$ cat src/rtl/nes_pad_reader.sv
// nes_pad_reader
// Polls an NES-style serial gamepad (4021 parallel-in shift register) and
// presents a registered, active-high 8-button word to game logic.
//
// A read frame starts on request or automatically once per poll period.
// Each frame pulses pad_latch, then clocks out the remaining seven bits.
//
// Ports:
//   clk       in   system clock
//   rst_n     in   asynchronous active-low reset
//   start     in   request an immediate read (honoured only when idle)
//   pad_data  in   serial data from pad, active-low, asynchronous
//   pad_latch out  parallel-load strobe to pad, active-high
//   pad_clk   out  shift clock to pad
//   buttons   out  [0]A [1]B [2]Select [3]Start [4]Up [5]Down [6]Left [7]Right
//   valid     out  one-cycle pulse when buttons has just updated
//   busy      out  high while a read frame is in progress
module nes_pad_reader #(
  parameter int CLK_DIV  = 150,
  parameter int POLL_DIV = 416667
) (
  input  logic       clk,
  input  logic       rst_n,
  input  logic       start,
  input  logic       pad_data,
  output logic       pad_latch,
  output logic       pad_clk,
  output logic [7:0] buttons,
  output logic       valid,
  output logic       busy
);

  localparam int DIV_W  = $clog2(2 * CLK_DIV);
  localparam int POLL_W = $clog2(POLL_DIV);

  localparam logic [DIV_W-1:0]  LATCH_LAST = DIV_W'(2 * CLK_DIV - 1);
  localparam logic [DIV_W-1:0]  HALF_LAST  = DIV_W'(CLK_DIV - 1);
  localparam logic [POLL_W-1:0] POLL_LAST  = POLL_W'(POLL_DIV - 1);

  typedef enum logic [2:0] {
    IDLE,
    LATCH,
    CLK_HI,
    CLK_LO,
    DONE
  } state_t;

  state_t            state;
  logic [DIV_W-1:0]  div_cnt;
  logic [POLL_W-1:0] poll_cnt;
  logic [2:0]        bit_idx;
  logic [6:0]        shreg;
  logic              sync_meta;
  logic              sync_data;
  logic              poll_req;

  // Two-flop synchroniser; resets to the released (high) level so a
  // reset never looks like a pressed button.
  always_ff @(posedge clk or negedge rst_n) begin
    if (!rst_n) begin
      sync_meta <= 1'b1;
      sync_data <= 1'b1;
    end else begin
      sync_meta <= pad_data;
      sync_data <= sync_meta;
    end
  end

  // Free-running poll period counter, independent of the frame state.
  always_ff @(posedge clk or negedge rst_n) begin
    if (!rst_n) begin
      poll_cnt <= '0;
    end else if (poll_cnt == POLL_LAST) begin
      poll_cnt <= '0;
    end else begin
      poll_cnt <= poll_cnt + 1'b1;
    end
  end

  assign poll_req = (poll_cnt == POLL_LAST);

  // Frame sequencer. Every output is a flop updated on the state
  // transition, so pad_latch/pad_clk never glitch on state decoding.
  always_ff @(posedge clk or negedge rst_n) begin
    if (!rst_n) begin
      state     <= IDLE;
      div_cnt   <= '0;
      bit_idx   <= 3'd0;
      shreg     <= '0;
      pad_latch <= 1'b0;
      pad_clk   <= 1'b0;
      buttons   <= 8'h00;
      valid     <= 1'b0;
      busy      <= 1'b0;
    end else begin
      valid <= 1'b0;
      case (state)
        IDLE: begin
          if (start || poll_req) begin
            state     <= LATCH;
            pad_latch <= 1'b1;
            busy      <= 1'b1;
            div_cnt   <= '0;
            bit_idx   <= 3'd1;
            shreg     <= '0;
          end
        end

        LATCH: begin
          if (div_cnt == LATCH_LAST) begin
            // While latched the pad already presents button A.
            shreg[0]  <= ~sync_data;
            state     <= CLK_HI;
            pad_latch <= 1'b0;
            pad_clk   <= 1'b1;
            div_cnt   <= '0;
          end else begin
            div_cnt <= div_cnt + 1'b1;
          end
        end

        CLK_HI: begin
          if (div_cnt == HALF_LAST) begin
            state   <= CLK_LO;
            pad_clk <= 1'b0;
            div_cnt <= '0;
          end else begin
            div_cnt <= div_cnt + 1'b1;
          end
        end

        CLK_LO: begin
          if (div_cnt == HALF_LAST) begin
            div_cnt <= '0;
            if (bit_idx == 3'd7) begin
              // Final bit goes straight into the output word so buttons
              // and valid appear together in DONE.
              buttons <= {~sync_data, shreg};
              valid   <= 1'b1;
              state   <= DONE;
            end else begin
              shreg[bit_idx] <= ~sync_data;
              bit_idx        <= bit_idx + 3'd1;
              pad_clk        <= 1'b1;
              state          <= CLK_HI;
            end
          end else begin
            div_cnt <= div_cnt + 1'b1;
          end
        end

        DONE: begin
          state <= IDLE;
          busy  <= 1'b0;
        end

        default: begin
          state     <= IDLE;
          pad_latch <= 1'b0;
          pad_clk   <= 1'b0;
          busy      <= 1'b0;
        end
      endcase
    end
  end

endmodule

$ cat config.mk
export PLATFORM = sky130hd
export DESIGN_NAME = nes_pad_reader
export DESIGN_NICKNAME = d
export VERILOG_FILES = /design/src/rtl/nes_pad_reader.sv
export SDC_FILE = /design/constraint.sdc
export NUM_CORES = 1
export LEC_CHECK = 0
export ABC_AREA = 1
export CAP_MARGIN = 20
export CORE_MARGIN = 4
export CORE_UTILIZATION = 60
export DETAILED_ROUTE_END_ITERATION = 12
export PLACE_DENSITY = 0.8
export SYNTH_ARGS = -nofsm -noshare
export SYNTH_HDL_FRONTEND = slang
export SYNTH_SLANG_ARGS = --single-unit
$ cat constraint.sdc
create_clock -name clk -period 1.64 [get_ports clk]
set_input_delay 0.328 -clock clk [delete_from_list [all_inputs] [get_ports clk]]
set_output_delay 0.328 -clock clk [all_outputs]
set_load 0.005 [all_outputs]
# Word level (Yosys, flattened, before mapping)
# Cells that the tools add are included.
dict set report op_classes {
  n_addsub 3
  n_mul 0
  div 0
  n_lt_le_gt_ge 2
  n_eq_ne 13
  n_shift 0
  n_mux 35
  bitwise 4
  reduce_logical 18
}
# cell count
set ops {}
lappend ops {{$mux W9} 3}
lappend ops {{$pmux W9 S3} 1}
lappend ops {{$mux W3} 7}
lappend ops {{$mux W7} 3}
lappend ops {{$add A19 B1 Y19 const B} 1}
lappend ops {{$eq A19 B19 Y1 const B} 1}
lappend ops {{$mux W19} 1}
lappend ops {{$pmux W3 S4} 1}
lappend ops {{$pmux W6 S2} 1}
lappend ops {{$mux W1} 11}
lappend ops {{$ne A2 B2 Y1 const B} 5}
lappend ops {{$reduce_and A5 Y1} 2}
lappend ops {{$add A9 B1 Y9 const B} 1}
lappend ops {{$eq A9 B8 Y1 const B} 1}
lappend ops {{$eq A9 B9 Y1 const B} 1}
lappend ops {{$reduce_and A4 Y1} 2}
lappend ops {{$bwmux W7} 1}
lappend ops {{$eq A3 B2 Y1 const B} 2}
lappend ops {{$eq A3 B3 Y1 const B} 2}
lappend ops {{$pmux W1 S3} 2}
lappend ops {{$pmux W3 S2} 1}
lappend ops {{$reduce_and A3 Y1} 2}
lappend ops {{$reduce_bool A3 Y1} 2}
lappend ops {{$reduce_or A3 Y1} 2}
lappend ops {{14 further kinds} 19}
dict set report totals {
  regBits 55
  latchBits 0
  ramBits 0
  mem_bits_ro 0
  in_bits 4
  out_inout_bits 12
  elab_cells 88
  memories 0
}

# Logic depth before layout (Yosys ltp)
# Gate-level depths: netlist of run 1.
dict set report logic_depth {
  depth_word 8
  ltp_mapped 12
}

# Least setup slack after synthesis of run 1
# No wires, ideal clock.
dict set report synth_path {
  path_type {register to register}
  start {register bit_idx[0]}
  end {register shreg[2]}
  setup_ns 0.117
  t_arrival_ns 1.392
  path_slack_ns 0.131
  path_stages_with_launch 12
  path_buffers 1
  path_cell_list {dfrtp_1 ha_1 ha_1 inv_1 nand2_1 nand2_1 nand2_1 inv_2 buf_6 nand3_1 nand2_1 nand2_1}
}
dict set report synth_between {
  elab_chain_cells 8
  word_cells_on_any_way 12
  cone_classes {order compare: 2; eq/ne: 2; mux: 6; reduce/logical: 2}
}
# item line_no
set synth_lines {}
lappend synth_lines {{from (decl)} 51} ;# logic [2:0] bit_idx;
lappend synth_lines {{from (signal assigned)} 143} ;# bit_idx <= bit_idx + 3'd1;
lappend synth_lines {{$lt A3 B4 Y1 (not written as such) / $ge A3 B1 Y1 (equally long branches)} 142} ;# shreg[bit_idx] <= ~sync_data;
lappend synth_lines {{$logic_and A1 B1 Y1 (not written as such)} 142}
lappend synth_lines {{$mux W1 (not written as such)} 142}
lappend synth_lines {{$demux W1 S3} 142}
lappend synth_lines {{$bwmux W7} 142}
lappend synth_lines {{$mux W7} 135} ;# if (bit_idx == 3'd7) begin
lappend synth_lines {{$mux W7} 133} ;# if (div_cnt == HALF_LAST) begin
lappend synth_lines {{$pmux W6 S2} 97} ;# case (state)
lappend synth_lines {{to (signal, indexed assignment)} 142}
lappend synth_lines {{to (decl)} 52} ;# logic [6:0] shreg;
# Parallel ways exist; a longest one is shown, timed or not. The select of a mux whose other input is x is not followed.
# A chain may end at the register's enable or synchronous reset.

# Worst setup path in the final report of run 1
dict set report layout_path {
  start {register div_cnt[0]}
  end {register shreg[0]}
}
dict set report layout_between {
  elab_chain_cells 3
  word_cells_on_any_way 5
  cone_classes {eq/ne: 4; reduce/logical: 1}
}
# item line_no
set layout_lines {}
lappend layout_lines {{from (decl)} 49} ;# logic [DIV_W-1:0] div_cnt;
lappend layout_lines {{from (signal assigned)} 118} ;# div_cnt <= div_cnt + 1'b1;
lappend layout_lines {{from (signal assigned)} 128} ;# div_cnt <= div_cnt + 1'b1;
lappend layout_lines {{from (signal assigned)} 148} ;# div_cnt <= div_cnt + 1'b1;
lappend layout_lines {{$eq A9 B8 Y1 / $eq A9 B9 Y1 (equally long branches)} {133, 110}}
lappend layout_lines {{$ne A2 B2 Y1 (no line)} n/a}
lappend layout_lines {{$reduce_and A5 Y1 (no line) (*)} n/a}
lappend layout_lines {{to (signal assigned)} 112} ;# shreg[0] <= ~sync_data;
lappend layout_lines {{to (signal, indexed assignment)} 142}
# Mark *: on every way between the ends. The rest lies on a longest branch, timed or not.

==> flow_metrics.env, run 1 <==
export IMPL_fin_ws_ns=0.104
export IMPL_io_pins=16
export IMPL_dr_pass1_iters=4
export IMPL_cts_root_buf="clkbuf_8"
export IMPL_fin_nets=437
export IMPL_cts_sinks=55
export IMPL_status="finished, final reports clean"
export IMPL_synth_top_cell_by_area="dfrtp_1"
export IMPL_wl_per_cell_um=12.3
export IMPL_synthCells=390
export IMPL_grt_use_met1_pct=25.4
export IMPL_cp_required_ns=1.85
export IMPL_final_layout_size_suffix_gt1_share_pct=13.6
export IMPL_dieArea_um2=6200
export IMPL_setup_violations=0
export IMPL_dp_final_hpwl_mm=4.51
export IMPL_async_flop_share_pct=100
export IMPL_path_max_fanout=5
export IMPL_power_density_nw_per_um2=630
export IMPL_p_seq_share_pct=61.9
export IMPL_die_y_um=78.8
export IMPL_met2_usage_pct=39.0
export IMPL_avgSynthCellArea_um2=7.70
export IMPL_switching_share_pct=21.9
export IMPL_cap_viol_max_count=0
export IMPL_p_leak_nw=1.67
export IMPL_clkSlewWorstSetupHoldPaths_ns=0.10
export IMPL_cp_slowest_cell="dfrtp_1"
export IMPL_vias=2590
export IMPL_grt_use_met3_pct=4.20
export IMPL_cp_common_cell="nand2_1"
export IMPL_synth_flop_cell="dfrtp_1"
export IMPL_r2r_start="div_cnt[0]"
export IMPL_grt_pass1_wl_mm=10.6
export IMPL_dieWidth_um=78.8
export IMPL_ys_ff_latch=55
export IMPL_drv_slew=0
export IMPL_synthTopCellsByCount="104 x nand2_1, 53 x dfrtp_1, 45 x nor2_1"
export IMPL_yosysSeqAreaShare_pct=45.9
export IMPL_min_from="sync_meta"
export IMPL_fp_row_count=25
export IMPL_max_stage_delay_ns=0.42
export IMPL_busiest_layer="met2"
export IMPL_cts_tree="done"
export IMPL_synth_top_area_share_pct=44.1
export IMPL_p_comb_share_pct=1.9
export IMPL_cp_arrival_ns=1.75
export IMPL_numCtsBuffers=5
export IMPL_antenna_found_initial=0
export IMPL_fillCellCount=398
export IMPL_ant_nets=0
export IMPL_multi_input_area_um2=1420
export IMPL_p_int_w=0.00172
export IMPL_rsz0062_at_grt="true"
export IMPL_gp_congestion=0.899
export IMPL_fin_crit_ns=1.54
export IMPL_crit_family="simple AND/OR/NAND/NOR gates"
export IMPL_power_switching_w=0.000483
export IMPL_wl_mm=6.10
export IMPL_hold_violations=0
export IMPL_skew_ns=0.0100
export IMPL_hp_class="reg2reg"
export IMPL_grt_max_degree=28
export IMPL_total_power_w=0.00220
export IMPL_path_cells="ha_2 -> nand2_1 -> nor2_1 -> nand2_1 -> nand2_2 -> nand2_1 -> nor2_1 -> nand2_1 -> nand2_1 -> nand2_1"
export IMPL_drtIter0Drc=299
export IMPL_track_usage_pct=21.4
export IMPL_cp_start_kind="flop"
export IMPL_end_kind="flop"
export IMPL_irDropWorstVdd_mv=0.366
export IMPL_fmax_mhz=651
export IMPL_startpoint="div_cnt[0]"
export IMPL_start_util_pct=62.8
export IMPL_critPathBufInv=0
export IMPL_yosysMostFrequentCell="nand2_1"
export IMPL_syn_nets=400
export IMPL_tightest_slew_ns=0.423
export IMPL_grt_pass1_vias=2467
export IMPL_via_per_inst=5.23
export IMPL_place_ws_ns=0.00999
export IMPL_synth_area_top_cells="dfrtp_1 44%, nand2_1 13%, nand3_1 6.7%"
export IMPL_cts_htree_levels=2
export IMPL_cts_max_path_buffers=2
export IMPL_critPathKind="reg2reg"
export IMPL_ys_warn_count=0
export IMPL_timing_slew_headroom_pct=71.8
export IMPL_p_clk_share_pct=36.2
export IMPL_route_detailed_drc=0
export IMPL_core_region_area_um2=4790
export IMPL_synth_enable_flop_cells=0
export IMPL_diodes=0
export IMPL_grt_overflow=0
export IMPL_clock_latency_ns=0.31
export IMPL_period_share_pct=93.7
export IMPL_synth_area_um2=3000
export IMPL_synthToLayoutAreaGrowth_pct=16.4
export IMPL_port_buffers=15
export IMPL_yosysUniqueCellTypes=32
export IMPL_seq_area_um2=1380
-- repair_timing --
action,CTS,global route
buffers inserted,0,3
cloned,0,2
hold buffers,1,0
pin swaps,0,5
endpoints found under the setup margin,1,35
resized for setup,1,18
endpoints found under the hold margin,15,0
-- routing by layer --
layer	up-vias	wire length, µm
met5	-	0
met4	0	117
met3	12	206
met2	45	3090
met1	1200	2690
li1	1333	-
-- power by group through the flow --
stage / combinational (W) / clock [W] / sequential [W]
floorplan: 0.00000325 / 0 / 0.00139
finish: 0.0000421 / 0.000797 / 0.00136
global route: 0.0000495 / 0.000869 / 0.00136
CTS: 0.0000443 / 0.000801 / 0.00136
global placement: 0.0000415 / 0 / 0.00139
detailed placement: 0.0000425 / 0 / 0.00139
-- worst paths after layout --
path / to / depth (start not counted) / slack [ns]
setup / recovery: shreg[0] / 10 / 0.10
min in group asynchronous: div_cnt[3] / 2 / 0.48
hold / removal: sync_data / 0 / 0.36
max in group asynchronous: sync_meta / 3 / 0.56
setup reg to reg: shreg[0] / 10 / 0.10
hold reg to reg: sync_data / 0 / 0.36
-- sequential cells by signal (all words and copies together) (netlist names) --
name	cells
pad_latch	1
bit_idx	3
busy	1
valid	1
buttons	8
state	3
pad_clk	1
sync_data	1
div_cnt	9
shreg	7
poll_cnt	19
sync_meta	1
-- cell type report --
| class | instances | area share [%] |
|---|---|---|
| Timing Repair Buffer | 36 | 9.41 |
| Multi-Input combinational cell | 282 | 40.6 |
| Tap cell | 67 | 2.40 |
| Timing Repair inverter | 1 | 0.143 |
| Clock inverter | 2 | 0.465 |
| Clock buffer | 6 | 2.36 |
| Inverter | 46 | 5.15 |
| Sequential cell | 55 | 39.5 |
-- cell usage in the layout (no fill, tap or decap), types with 2 or more instances in the layout --
cell             instances
nor2_2                   3
buf_4                   16
nor2_4                   3
inv_2                    2
ha_1                     4
o21ai_0                 19
buf_6                    3
o21ai_1                  8
o211ai_1                 3
nor2_1                  43
ha_2                     2
a21oi_1                  9
inv_1                   42
xor2_1                   9
nand2_2                  9
clkinv_4                 2
nand2_4                  2
clkdlybuf4s50_1         14
dfrtp_1                 52
clkbuf_8                 6
nand4_1                 11
nand2_1                 99
nor3_1                   9
nand3_1                 40
dfstp_2                  2
-- metrics by stage --
stage	setup TNS (ns)	hold WS (ns)	instances	util, %	area (µm²)
floorplan	0	0.0324	390	-	3000
global placement	0	0.274	481	69.1	3310
detailed placement	0	0.282	481	69.1	3310
CTS	0	0.362	490	71.4	3420
global route	-0.129	0.370	495	73.1	3500
finish	0	0.362	495	73.1	3500
-- cells by family (layout without fill, tap and decap cells) --
logic type	after synthesis	after routing	share of synthesized area, %
AND/OR/NAND/NOR	221	222	32.7
XOR/XNOR	10	10	2.92
buffers and inverters	54	91	7.95
adder cells (fa/ha/maj)	6	6	2.50
AO/OA/AOI/OAI	44	44	8.00
flip-flops	55	55	45.9
Power figures use the tool's default switching activity.
==> run 2: changes to the inputs <==
Settings changed: CORE_UTILIZATION 60 to 64, PLACE_DENSITY 0.8 to 0.84.
Clock period 1.64 ns to 1.78 ns, I/O delays scaled along.
==> flow_metrics.env, run 2 (synthesized netlist as in run 1, its figures left out) <==
export IMPL_grt_pass1_vias=2521
export IMPL_setup_violations=0
export IMPL_fin_crit_ns=1.63
export IMPL_dp_final_hpwl_mm=4.44
export IMPL_ant_nets=0
export IMPL_drv_slew=0
export IMPL_irDropWorstVdd_mv=0.400
export IMPL_cap_viol_max_count=0
export IMPL_total_power_w=0.00195
export IMPL_numCtsBuffers=5
export IMPL_cp_start_kind="flop"
export IMPL_grt_max_degree=34
export IMPL_mostFrequentLayoutCells="104 x nand2_1, 53 x dfrtp_1, 44 x nor2_1"
export IMPL_io_pins=16
export IMPL_hold_violations=0
export IMPL_cts_sinks=55
export IMPL_p_leak_nw=1.60
export IMPL_rsz0062_at_grt="false"
export IMPL_timing_slew_headroom_pct=64.9
export IMPL_cts_htree_levels=2
export IMPL_dr_pass1_iters=4
export IMPL_status="finished, final reports clean"
export IMPL_synthToLayoutAreaGrowth_pct=10.6
export IMPL_cts_tree="done"
export IMPL_vias=2585
export IMPL_gp_congestion=0.917
export IMPL_die_y_um=76.5
export IMPL_largest_reg_flops=19
export IMPL_period_share_pct=91.3
export IMPL_fp_row_count=24
export IMPL_final_util_pct=74.8
export IMPL_path_max_fanout=5
export IMPL_start_util_pct=67.6
export IMPL_wl_per_cell_um=12.8
export IMPL_fin_nets=422
export IMPL_port_buffers=15
export IMPL_fmax_mhz=615
export IMPL_skew_ns=0.0127
export IMPL_final_layout_size_suffix_gt1_share_pct=7.99
export IMPL_critPathKind="reg2reg"
export IMPL_dieWidth_um=76.5
export IMPL_drtIter0Drc=184
export IMPL_cp_required_ns=1.97
export IMPL_clkSlewWorstSetupHoldPaths_ns=0.10
export IMPL_grt_overflow=0
export IMPL_fillCellCount=344
export IMPL_route_detailed_drc=0
export IMPL_power_density_nw_per_um2=587
export IMPL_antenna_found_initial=0
export IMPL_clock_latency_ns=0.30
export IMPL_via_per_inst=5.56
export IMPL_grt_pass1_wl_mm=10.5
export IMPL_core_region_area_um2=4440
export IMPL_track_usage_pct=21.5
export IMPL_tightest_slew_ns=0.527
export IMPL_layout_commonest_cell="nand2_1"
export IMPL_dieArea_um2=5850
export IMPL_wl_mm=5.97
export IMPL_top_register="poll_cnt"
export IMPL_tns_ns=0
export IMPL_cts_root_buf="clkbuf_8"
export IMPL_end_kind="flop"
export IMPL_hp_class="in2async"
export IMPL_cp_arrival_ns=1.82
export IMPL_diodes=0
export IMPL_top_regs="poll_cnt: 19 flops, div_cnt: 9 flops, buttons: 8 flops"
export IMPL_cts_max_path_buffers=2
[run 2: per-stage QoR]
stage / hold slack, ns / cell area, µm² / worst slack, ns / instances
after global routing: 0.0464 / 3320 / 0.0130 / 465
after CTS: 0.0324 / 3320 / 0.0698 / 465
after floorplan: 0.0604 / 3000 / 0.271 / 390
after global placement: 0.347 / 3230 / 0.204 / 457
after detailed placement: 0.347 / 3230 / 0.0855 / 457
final: 0.0161 / 3320 / 0.155 / 465
[run 2: cell type report]
class | count | area [µm²] | share of cell area [%]
Multi-Input combinational cell | 281 | 1390 | 41.8
Clock inverter | 2 | 12.5 | 0.377
Tap cell | 52 | 65.1 | 1.96
Clock buffer | 6 | 72.6 | 2.18
Sequential cell | 55 | 1380 | 41.5
Timing Repair Buffer | 23 | 230 | 6.93
Inverter | 46 | 175 | 5.27
[run 2: final timing paths]
kind | from | to | slack, ns | cells after the start
hold reg to reg | sync_meta | sync_data | 0.36 | 0
min in group clk | sync_meta | sync_data | 0.36 | 0
setup / recovery | poll_cnt[0] | poll_cnt[12] | 0.15 | 8
hold / removal | rst_n | buttons[6] | 0.02 | 1
setup reg to reg | poll_cnt[0] | poll_cnt[12] | 0.15 | 8
max in group asynchronous | rst_n | state[2] | 1.20 | 2
[run 2: what timing repair did]
action	CTS	global route
gates resized for setup	0	2
setup endpoints to repair	0	5
buffers inserted	0	0
hold buffers	0	0
[run 2: power breakdown]
| part | switching, W | internal, W | total [W] | leakage (nW) |
|---|---|---|---|---|
| Clock | 0.000385 | 0.000276 | 0.000660 | 0.0412 |
| Sequential | 0.00000295 | 0.00125 | 0.00126 | 0.732 |
| Combinational | 0.0000254 | 0.00000926 | 0.0000347 | 0.827 |
| Total | 0.000413 | 0.00154 | 0.00195 | 1.60 |
[run 2: worst max-delay path: stages (launching register included)]
cell     delay, ns
dfrtp_1       0.39
ha_1          0.25
nand2_1       0.09
nor2_1        0.13
nand2_1       0.14
nor2_2        0.21
nand2_1       0.10
o21ai_0       0.16
a21oi_1       0.05
[run 2: per-layer routing]
layer / track usage [%] / up-vias / share of wire [%]
met5: 0 / - / 0
met4: 7.43 / 0 / 1.9
met3: 3.31 / 14 / 4.2
met2: 39.5 / 71 / 52
met1: 25.2 / 1198 / 42
li1: - / 1302 / -
==> run 3: changes to the inputs <==
Settings changed: PLACE_DENSITY 0.84 to 0.95.
==> flow_metrics.env, run 3 (synthesized netlist as in run 1, its figures left out) <==
export IMPL_cts_setup_buffers=0
export IMPL_io_pins=16
export IMPL_tns_ns=0
export IMPL_rsz0062_at_grt="false"
export IMPL_busiest_layer="met2"
export IMPL_power_switching_w=0.000425
export IMPL_grt_pass1_wl_mm=11.0
export IMPL_cp_required_ns=1.99
export IMPL_die_y_um=76.5
export IMPL_fmax_mhz=617
export IMPL_timing_slew_headroom_pct=69.7
export IMPL_ant_nets=0
export IMPL_grt_use_met3_pct=3.66
export IMPL_p_leak_nw=1.60
export IMPL_min_path_cells=0
export IMPL_p_comb_share_pct=1.9
export IMPL_p_seq_share_pct=63.9
export IMPL_setup_violations=0
export IMPL_gp_congestion=0.912
export IMPL_hold_violations=0
export IMPL_drv_slew=0
export IMPL_hp_class="reg2reg"
export IMPL_cts_max_path_buffers=2
export IMPL_path_max_fanout=13
export IMPL_cts_tree="done"
export IMPL_layout_commonest_cell="nand2_1"
export IMPL_clkSlewWorstSetupHoldPaths_ns=0.10
export IMPL_cts_htree_levels=2
export IMPL_fp_row_count=24
export IMPL_p_clk_share_pct=34.2
export IMPL_wl_per_cell_um=13.0
export IMPL_fin_cells=465
export IMPL_period_share_pct=91.0
export IMPL_diodes=0
export IMPL_antenna_found_initial=0
export IMPL_met2_usage_pct=39.7
export IMPL_rr_worst_depth=10
export IMPL_core_region_area_um2=4440
export IMPL_cp_start_kind="flop"
export IMPL_top_regs="poll_cnt: 19 flops, div_cnt: 9 flops, buttons: 8 flops"
export IMPL_p_int_w=0.00154
export IMPL_irDropWorstVdd_mv=0.433
export IMPL_vias=2582
export IMPL_wl_mm=6.04
export IMPL_cap_viol_max_count=0
export IMPL_largest_reg_flops=19
export IMPL_grt_overflow=0
export IMPL_track_usage_pct=22.6
export IMPL_dp_final_hpwl_mm=4.45
export IMPL_numCtsBuffers=5
export IMPL_skew_ns=0.0110
export IMPL_fin_crit_ns=1.62
export IMPL_drtIter0Drc=343
export IMPL_status="finished, final reports clean"
export IMPL_fin_nets=422
export IMPL_grt_use_met1_pct=28.2
export IMPL_synthToLayoutAreaGrowth_pct=11.0
export IMPL_end_kind="flop"
export IMPL_mostFrequentLayoutCells="104 x nand2_1, 53 x dfrtp_1, 43 x nor2_1"
export IMPL_cts_sinks=55
export IMPL_dieWidth_um=76.5
export IMPL_critPathKind="reg2reg"
export IMPL_switching_share_pct=21.6
export IMPL_tightest_slew_ns=0.454
export IMPL_cp_arrival_ns=1.83
export IMPL_route_detailed_drc=0
export IMPL_final_util_pct=75.0
export IMPL_place_inst=456
export IMPL_cts_root_buf="clkbuf_8"
export IMPL_grt_max_degree=38
export IMPL_final_layout_size_suffix_gt1_share_pct=8.23
export IMPL_holdWs_ns=0.360
export IMPL_dr_pass1_iters=4
export IMPL_dieArea_um2=5850
export IMPL_clock_latency_ns=0.30
export IMPL_fillCellCount=339
export IMPL_grt_pass1_vias=2492
export IMPL_via_per_inst=5.55
export IMPL_port_buffers=15
export IMPL_power_density_nw_per_um2=589
export IMPL_top_register="poll_cnt"
export IMPL_start_util_pct=67.6
## run 3: cell count changes in the layout (fill, tap and decap cells not counted), sizes merged
cell / change
buf: -1
dlygate4sd3: +1
## run 3: area by class of cell
class | instances | area (µm²) | share of cell area, %
Clock inverter | 2 | 12.5 | 0.375
Clock buffer | 6 | 72.6 | 2.18
Inverter | 46 | 175 | 5.26
Tap cell | 52 | 65.1 | 1.95
Multi-Input combinational cell | 281 | 1400 | 41.9
Sequential cell | 55 | 1380 | 41.4
Timing Repair Buffer | 23 | 233 | 6.98
## run 3: stage by stage
| stage | setup WS (ns) | total power (W) | area, µm² |
|---|---|---|---|
| global placement | 0.198 | 0.00132 | 3230 |
| finish | 0.161 | 0.00196 | 3330 |
| detailed placement | 0.0941 | 0.00132 | 3230 |
| CTS | 0.0802 | 0.00199 | 3320 |
| global route | 0.0230 | 0.00206 | 3330 |
| floorplan | 0.271 | 0.00128 | 3000 |
## run 3: worst max-delay path: stages, from the launching register on
cell	delay, ns
dfrtp_1	0.45
ha_1	0.23
ha_1	0.20
inv_1	0.08
nand2_1	0.06
nand2_1	0.06
nand2_1	0.08
inv_4	0.15
nand3_1	0.11
nand2_1	0.07
nand2_1	0.04
## run 3: routing by layer
metal / up-vias / part of all wire, % / wire length (µm)
li1: 1307 / - / -
met1: 1210 / 43 / 2610
met2: 55 / 52 / 3110
met3: 10 / 3.7 / 225
met4: 0 / 1.5 / 89
met5: - / 0 / 0
## run 3: what timing repair did
action	CTS	global route
resized for setup	0	5
hold endpoints to repair	16	0
hold buffers	1	0
setup endpoints to repair	0	14
## run 3: final timing paths
| path | from | to | slack, ns |
|---|---|---|---|
| worst max-delay path | bit_idx[0] | shreg[1] | 0.16 |
| worst min-delay path | sync_meta | sync_data | 0.36 |
| worst max register to register | bit_idx[0] | shreg[1] | 0.16 |
| worst min register to register | sync_meta | sync_data | 0.36 |
| max in group asynchronous | rst_n | state[0] | 0.71 |
| min in group asynchronous | rst_n | poll_cnt[6] | 0.53 |
## run 3: power by group through the flow
| stage | Sequential [W] | Clock, W | Combinational [W] |
|---|---|---|---|
| 2_1_floorplan | 0.00128 | 0 | 0.00000299 |
| 3_3_place_gp | 0.00128 | 0 | 0.0000358 |
| 3_5_place_dp | 0.00128 | 0 | 0.0000370 |
| 4_1_cts | 0.00126 | 0.000697 | 0.0000389 |
| 5_1_grt | 0.00126 | 0.000757 | 0.0000423 |
| 6_report | 0.00126 | 0.000673 | 0.0000367 |
